File: src/rtl/rfsoc_config.sv
// Shared GPIO configuration constants: pin map, field enumeration and frame lengths.
package rfsoc_config;

    localparam int config_reg_width = 32;

    localparam int GPIO_SDATA    = 0;
    localparam int GPIO_TRIGGER  = 1;
    localparam int GPIO_CLK_BASE = 2;

    typedef enum logic [3:0] {
        CFG_CHANNEL_SEL      = 4'd0,
        CFG_CYCLE_COUNT      = 4'd1,
        CFG_PRE_DELAY        = 4'd2,
        CFG_POST_DELAY       = 4'd3,
        CFG_ADC_RUN          = 4'd4,
        CFG_ADC_SHIFT        = 4'd5,
        CFG_MASK             = 4'd6,
        CFG_LOCKING_WAVEFORM = 4'd7,
        CFG_MUX_SEL          = 4'd8,
        CFG_MASK_ENABLE      = 4'd9
    } cfg_field_e;

    localparam int NUM_CFG_FIELDS = 10;

    localparam int CHANNEL_SEL_LEN = 16;
    localparam int WORD_LEN        = config_reg_width;
    localparam int WIDE_LEN        = 256;
    localparam int FLAG_LEN        = 8;

    // Each field has its own serial clock line, laid out after sdata and trigger.
    function automatic int clk_bit(cfg_field_e f);
        return GPIO_CLK_BASE + int'(f);
    endfunction

endpackage

File: src/rtl/rfsoc_serial_field_rx.sv
// One serial config field: LSB-first shift register, bit counter, commit and strobe.
// Commits on the shift that absorbs bit WIDTH-1; abort drops a partial frame only.
module rfsoc_serial_field_rx #(
    parameter int WIDTH = 8
) (
    input  logic             clk,
    input  logic             rst,
    input  logic             shift,
    input  logic             sdata,
    input  logic             abort,
    output logic [WIDTH-1:0] data,
    output logic             upd,
    output logic             active
);

    localparam int CW = (WIDTH > 1) ? $clog2(WIDTH) : 1;

    logic [WIDTH-1:0] sreg;
    logic [WIDTH-1:0] next_sreg;
    logic [CW-1:0]    cnt;

    // New bits enter at the top so the first bit received lands at bit 0.
    assign next_sreg = {sdata, sreg[WIDTH-1:1]};
    assign active    = (cnt != '0);

    always_ff @(posedge clk) begin
        if (rst) begin
            sreg <= '0;
            cnt  <= '0;
            data <= '0;
            upd  <= 1'b0;
        end else begin
            upd <= 1'b0;
            if (shift) begin
                sreg <= next_sreg;
                if (cnt == CW'(WIDTH - 1)) begin
                    data <= next_sreg;
                    upd  <= 1'b1;
                    cnt  <= '0;
                end else begin
                    cnt <= cnt + 1'b1;
                end
            end else if (abort) begin
                cnt <= '0;
            end
        end
    end

endmodule

File: src/rtl/rfsoc_gpio_cfg_rx.sv
// Receives serial configuration words bit-banged by the PS over an asynchronous GPIO bus.
// Commit lands 2 ps_clk cycles after the final field-clock high is first sampled.
module rfsoc_gpio_cfg_rx
    import rfsoc_config::*;
#(
    parameter int IDLE_TIMEOUT = 4096
) (
    input  logic                        ps_clk,
    input  logic                        rst,
    input  logic [15:0]                 gpio_ctrl,
    output logic [15:0]                 channel_sel,
    output logic [config_reg_width-1:0] cycle_count,
    output logic [config_reg_width-1:0] pre_delay_cycles,
    output logic [config_reg_width-1:0] post_delay_cycles,
    output logic [config_reg_width-1:0] adc_run_cycles,
    output logic [config_reg_width-1:0] adc_shift_val,
    output logic [255:0]                mask,
    output logic [255:0]                locking_waveform,
    output logic                        mux_sel,
    output logic                        mask_enable,
    output logic [NUM_CFG_FIELDS-1:0]   field_upd,
    output logic                        trigger_pulse,
    output logic                        frame_abort
);

    localparam int IW = $clog2(IDLE_TIMEOUT + 1);

    logic [15:0]               sync1, sync2, sync3;
    logic [2:0]                primed;
    logic [NUM_CFG_FIELDS-1:0] fedge;
    logic [NUM_CFG_FIELDS-1:0] factive;
    logic [IW-1:0]             idle_cnt;
    logic                      any_edge;
    logic                      timeout;
    logic                      sdata;
    logic                      trig_rise;
    logic [FLAG_LEN-1:0]       mux_word;
    logic [FLAG_LEN-1:0]       men_word;

    // Edges stay masked until sync3 holds real samples, so a line already high
    // at reset release never looks like a rising edge.
    always_comb begin
        fedge = '0;
        for (int f = 0; f < NUM_CFG_FIELDS; f++) begin
            fedge[f] = primed[2] & sync2[GPIO_CLK_BASE + f] & ~sync3[GPIO_CLK_BASE + f];
        end
    end

    assign trig_rise = primed[2] & sync2[GPIO_TRIGGER] & ~sync3[GPIO_TRIGGER];
    assign sdata     = sync2[GPIO_SDATA];
    assign any_edge  = |fedge;
    assign timeout   = !any_edge && (idle_cnt == IW'(IDLE_TIMEOUT - 1));

    always_ff @(posedge ps_clk) begin
        if (rst) begin
            sync1         <= '0;
            sync2         <= '0;
            sync3         <= '0;
            primed        <= '0;
            idle_cnt      <= '0;
            trigger_pulse <= 1'b0;
            frame_abort   <= 1'b0;
        end else begin
            sync1         <= gpio_ctrl;
            sync2         <= sync1;
            sync3         <= sync2;
            primed        <= {primed[1:0], 1'b1};
            trigger_pulse <= trig_rise;
            frame_abort   <= timeout && (|factive);
            if (any_edge) begin
                idle_cnt <= '0;
            end else if (idle_cnt != IW'(IDLE_TIMEOUT)) begin
                idle_cnt <= idle_cnt + 1'b1;
            end
        end
    end

    rfsoc_serial_field_rx #(.WIDTH(CHANNEL_SEL_LEN)) u_channel_sel (
        .clk(ps_clk), .rst(rst), .shift(fedge[CFG_CHANNEL_SEL]), .sdata(sdata), .abort(timeout),
        .data(channel_sel), .upd(field_upd[CFG_CHANNEL_SEL]), .active(factive[CFG_CHANNEL_SEL]));

    rfsoc_serial_field_rx #(.WIDTH(WORD_LEN)) u_cycle_count (
        .clk(ps_clk), .rst(rst), .shift(fedge[CFG_CYCLE_COUNT]), .sdata(sdata), .abort(timeout),
        .data(cycle_count), .upd(field_upd[CFG_CYCLE_COUNT]), .active(factive[CFG_CYCLE_COUNT]));

    rfsoc_serial_field_rx #(.WIDTH(WORD_LEN)) u_pre_delay (
        .clk(ps_clk), .rst(rst), .shift(fedge[CFG_PRE_DELAY]), .sdata(sdata), .abort(timeout),
        .data(pre_delay_cycles), .upd(field_upd[CFG_PRE_DELAY]), .active(factive[CFG_PRE_DELAY]));

    rfsoc_serial_field_rx #(.WIDTH(WORD_LEN)) u_post_delay (
        .clk(ps_clk), .rst(rst), .shift(fedge[CFG_POST_DELAY]), .sdata(sdata), .abort(timeout),
        .data(post_delay_cycles), .upd(field_upd[CFG_POST_DELAY]), .active(factive[CFG_POST_DELAY]));

    rfsoc_serial_field_rx #(.WIDTH(WORD_LEN)) u_adc_run (
        .clk(ps_clk), .rst(rst), .shift(fedge[CFG_ADC_RUN]), .sdata(sdata), .abort(timeout),
        .data(adc_run_cycles), .upd(field_upd[CFG_ADC_RUN]), .active(factive[CFG_ADC_RUN]));

    rfsoc_serial_field_rx #(.WIDTH(WORD_LEN)) u_adc_shift (
        .clk(ps_clk), .rst(rst), .shift(fedge[CFG_ADC_SHIFT]), .sdata(sdata), .abort(timeout),
        .data(adc_shift_val), .upd(field_upd[CFG_ADC_SHIFT]), .active(factive[CFG_ADC_SHIFT]));

    rfsoc_serial_field_rx #(.WIDTH(WIDE_LEN)) u_mask (
        .clk(ps_clk), .rst(rst), .shift(fedge[CFG_MASK]), .sdata(sdata), .abort(timeout),
        .data(mask), .upd(field_upd[CFG_MASK]), .active(factive[CFG_MASK]));

    rfsoc_serial_field_rx #(.WIDTH(WIDE_LEN)) u_locking (
        .clk(ps_clk), .rst(rst), .shift(fedge[CFG_LOCKING_WAVEFORM]), .sdata(sdata), .abort(timeout),
        .data(locking_waveform), .upd(field_upd[CFG_LOCKING_WAVEFORM]),
        .active(factive[CFG_LOCKING_WAVEFORM]));

    rfsoc_serial_field_rx #(.WIDTH(FLAG_LEN)) u_mux_sel (
        .clk(ps_clk), .rst(rst), .shift(fedge[CFG_MUX_SEL]), .sdata(sdata), .abort(timeout),
        .data(mux_word), .upd(field_upd[CFG_MUX_SEL]), .active(factive[CFG_MUX_SEL]));

    rfsoc_serial_field_rx #(.WIDTH(FLAG_LEN)) u_mask_enable (
        .clk(ps_clk), .rst(rst), .shift(fedge[CFG_MASK_ENABLE]), .sdata(sdata), .abort(timeout),
        .data(men_word), .upd(field_upd[CFG_MASK_ENABLE]), .active(factive[CFG_MASK_ENABLE]));

    // Flag frames are a byte wide but only the last bit sent carries the flag.
    assign mux_sel     = mux_word[FLAG_LEN-1];
    assign mask_enable = men_word[FLAG_LEN-1];

endmodule

File: config.mk
export PLATFORM = sky130hd
export DESIGN_NAME = rfsoc_gpio_cfg_rx
export DESIGN_NICKNAME = d
export VERILOG_FILES = /design/src/rtl/rfsoc_config.sv /design/src/rtl/rfsoc_serial_field_rx.sv /design/src/rtl/rfsoc_gpio_cfg_rx.sv
export SDC_FILE = /design/constraint.sdc
export NUM_CORES = 2
export LEC_CHECK = 0
export BUFFER_PORTS_ARGS = -buffer_cell sky130_fd_sc_hd__buf_2
export CORE_ASPECT_RATIO = 1.25
export CORE_UTILIZATION = 40
export DETAILED_ROUTE_END_ITERATION = 10
export GPL_TIMING_DRIVEN = 0
export PLACE_DENSITY_LB_ADDON = 0.12
export SETUP_SLACK_MARGIN = 0.5
export SLEW_MARGIN = 20
export SYNTH_ARGS = -nofsm -noshare
export SYNTH_HDL_FRONTEND = slang
export SYNTH_SLANG_ARGS = --single-unit
File: constraint.sdc
create_clock -name ps_clk -period 2.9 [get_ports ps_clk]
set_input_delay 0.145 -clock ps_clk [delete_from_list [all_inputs] [get_ports ps_clk]]
set_output_delay 0.145 -clock ps_clk [all_outputs]
set_load 0.005 [all_outputs]
==> flow_summary.ini <==
[outcome]
outcome = finished clean

[drt]
drt_iter0_drc = 2240
routed_via_density = 4.99
final_antenna_net_count = 0
vias = 40284
drc = 0
wl_mm = 143
first_pass_iters = 6
wl_per_cell_um = 17.7

[flow_run]
cap_violations = 0

[clocking]
clkSinkCount = 1484
clk_pin_slew_ps = 60
ctsHtreeMaxLevel = 4
cts_tree = done
clock_latency_ps = 770
ctsLongestPathBuffers = 3
numCtsBuffers = 149
cts_root_buf = clkbuf_16

[grt]
grt_overflow_total = 0
grt_pass1_vias = 37548
grt_pass1_wl_mm = 218
grt_max_degree = 17
track_usage_pct = 22.0
grt_antenna_before_repair = 5

[timing]
setup_viol = 0
tightest_slew_ps = 1020
relSlewSlack_pct = 32.1
rsz0062_at_grt = yes
whs_ps = 123
finalClockSkew_ps = 23.9
hold_violations = 0
finalCritPeriodShare_pct = 78.1
drv_slew = 0
period_needed_ps = 2260
clock.fmax_mhz = 442

[cells_and_area]
fin_cells = 8076
layout-drive-gt1-share_pct = 17.7
fillers = 11953
final_cell_mix = nand2_1 (1783), dfxtp_1 (1484), a21oi_1 (896)
design_area_um2 = 60600
syn2layout_area_growth_pct = 21.9
layout.nets = 6395
final_core_util_pct = 49.1
final_common_cell = nand2_1

[setup_path]
crit_buf_inv = 2
cp_top_family = buffers and inverters
cp-start-kind = flop
critPathMaxStageDelay_ps = 820
critPathMostFrequentCell = clkdlybuf4s15_1
path_cells = clkdlybuf4s15_1, clkdlybuf4s15_1, nand2_1, a21oi_1
critPathRequiredTime_ps = 3580
critical_path.slowest_cell = clkdlybuf4s15_1
critPathKind = flop to flop
crit_path_end_kind = flop
worstPathArrival_ps = 2940
crit_fanout = 10

[logic_synthesis]
async_reset_ff_share_pct = 0
yosysTopAreaCellShare_pct = 59.8
synth_edf_count = 0
synth-seq-cells = 1484
synthesis.area_um2 = 49700
seq_area_frac_synth_pct = 59.8
synth_top_area_cell = dfxtp_1
yosys_warnings = 0
yosysUniqueCellTypes = 48
netlist_instances = 5467
synth_area_leaders = dfxtp_1 (60%), nand2_1 (13%), a21oi_1 (9.0%)
postSynthAreaPerCell_um2 = 9.08
syn_nets = 5514
yosys_most_used_dff = dfxtp_1

[hold_path]
hp-class = input pin to flop

[pwr]
power_density_nw_per_um2 = 670
swShare_pct = 21.3
power.share.sequential_pct = 50.3
switchingPower_w = 0.00866
combPwrFrac_pct = 1.7
ir_drop_mv = 0.489
clockPowerShare_pct = 48.0
p_leak_nw = 23.8
p_int_w = 0.0319

[floorplanning]
coreArea_um2 = 123000
die_y_um = 396
start_util_pct = 40.3
die_w_um = 317
ios = 720
num_rows = 144
die_area_um2 = 126000

[placement]
place_area_um2 = 55300
place_congestion = 0.825
dp_cells = 7787
dp_hpwl_mm = 105
portBuffers = 714
## kinds of logic (layout without fill, tap and decap cells)
family / Yosys count / after routing / synth area share (%)
xor+xnor: 19 / 19 / 0.335
other cells: 0 / 2 / 0
simple gates: 2007 / 2007 / 16.0
compound gates: 1471 / 1471 / 18.8
fa+ha+maj: 29 / 29 / 0.731
mux: 3 / 3 / 0.0630
buf+inv: 454 / 1455 / 4.22
flops: 1484 / 1484 / 59.8
## layer usage
| metal | GRT usage (%) | wire (um) | vias to the layer above |
|---|---|---|---|
| met5 | 0 | 0 | - |
| met4 | 8.09 | 4300 | 0 |
| met3 | 6.31 | 9650 | 201 |
| met2 | 36.3 | 67800 | 901 |
| met1 | 27.1 | 61600 | 18948 |
| li1 | - | - | 20234 |
## flip-flops by register name, summed over array words and instances (netlist names), 16 cells and up
signal and cells:
u_mask.data 256, u_adc_run.data 32, u_cycle_count.data 32, u_adc_shift.data 32
u_locking.data 256, u_pre_delay.sreg 31, u_pre_delay.data 32, u_cycle_count.sreg 31
u_adc_run.sreg 31, u_mask.sreg 255, u_locking.sreg 255, u_adc_shift.sreg 31
u_post_delay.data 32, u_channel_sel.data 16, u_post_delay.sreg 31
## cell usage after synthesis (12+ instances only)
library cell and instances:
o21ai_1 22, buf_2 74, xor2_1 12, nor3_1 13, inv_1 23, a22o_1 510, clkbuf_1 291, buf_4 24
nor2_1 52, nor2b_1 57, dfxtp_1 1484, and2_1 13, nand3_1 30, nand2_1 1786, a21oi_1 896, and3_1 12
buf_6 28, ha_1 29, o21ai_0 25
## layout make-up
class                           instances  area (um^2)  share of cell area [%]
Sequential cell                      1484        29700                    49.1
Multi-Input combinational cell       3529        17900                    29.6
Clock buffer                          232         4480                    7.40
Timing Repair Buffer                  730         3750                    6.20
Buffer                                428         2090                    3.45
Tap cell                             1606         2010                    3.32
Clock inverter                         39          475                   0.785
Inverter                               26         97.6                   0.161
Antenna cell                            2         5.00                 0.00827
## power groups by stage
stage	Combinational [W]	Sequential, W	Clock (W)
2_1_floorplan	0.000426	0.0209	0
3_3_place_gp	0.000681	0.0209	0
3_5_place_dp	0.000682	0.0209	0
4_1_cts	0.000711	0.0204	0.0200
5_1_grt	0.000772	0.0204	0.0208
6_report	0.000702	0.0204	0.0195
## worst paths after layout
kind | cells after the start | startpoint | to | slack [ps]
max reg2reg | 4 | sync2[0]$_SDFF_PP0_ | u_pre_delay.data[31]$_SDFFE_PP0P_ | 640
min | 4 | rst | idle_cnt[12]$_SDFFE_PP0P_ | 120
min reg2reg | 1 | sync3[1]$_SDFF_PP0_ | trigger_pulse$_SDFF_PP0_ | 390
max | 4 | sync2[0]$_SDFF_PP0_ | u_pre_delay.data[31]$_SDFFE_PP0P_ | 640
## timing repair
item,CTS,global route
pin swaps,0,2
endpoints found under the hold margin,20,0
gates resized for setup,46,54
setup buffers,0,2
hold buffers,14,0
endpoints found under the setup margin,1112,606
## per-stage QoR
stage	total power (W)	setup WS, ps	TNS, ps
finish	0.0406	636	0
global route	0.0420	482	0
CTS	0.0411	369	0
detailed placement	0.0216	-190	-30610
global placement	0.0216	-209	-33650
floorplan	0.0213	1030	0
## worst reg2reg max path: stages (launching register included)
cell and delay, ps:
dfxtp_1 310, clkdlybuf4s15_1 740, clkdlybuf4s15_1 840, nand2_1 140, a21oi_1 150
Note: power is estimated with default switching activity, not from simulation.
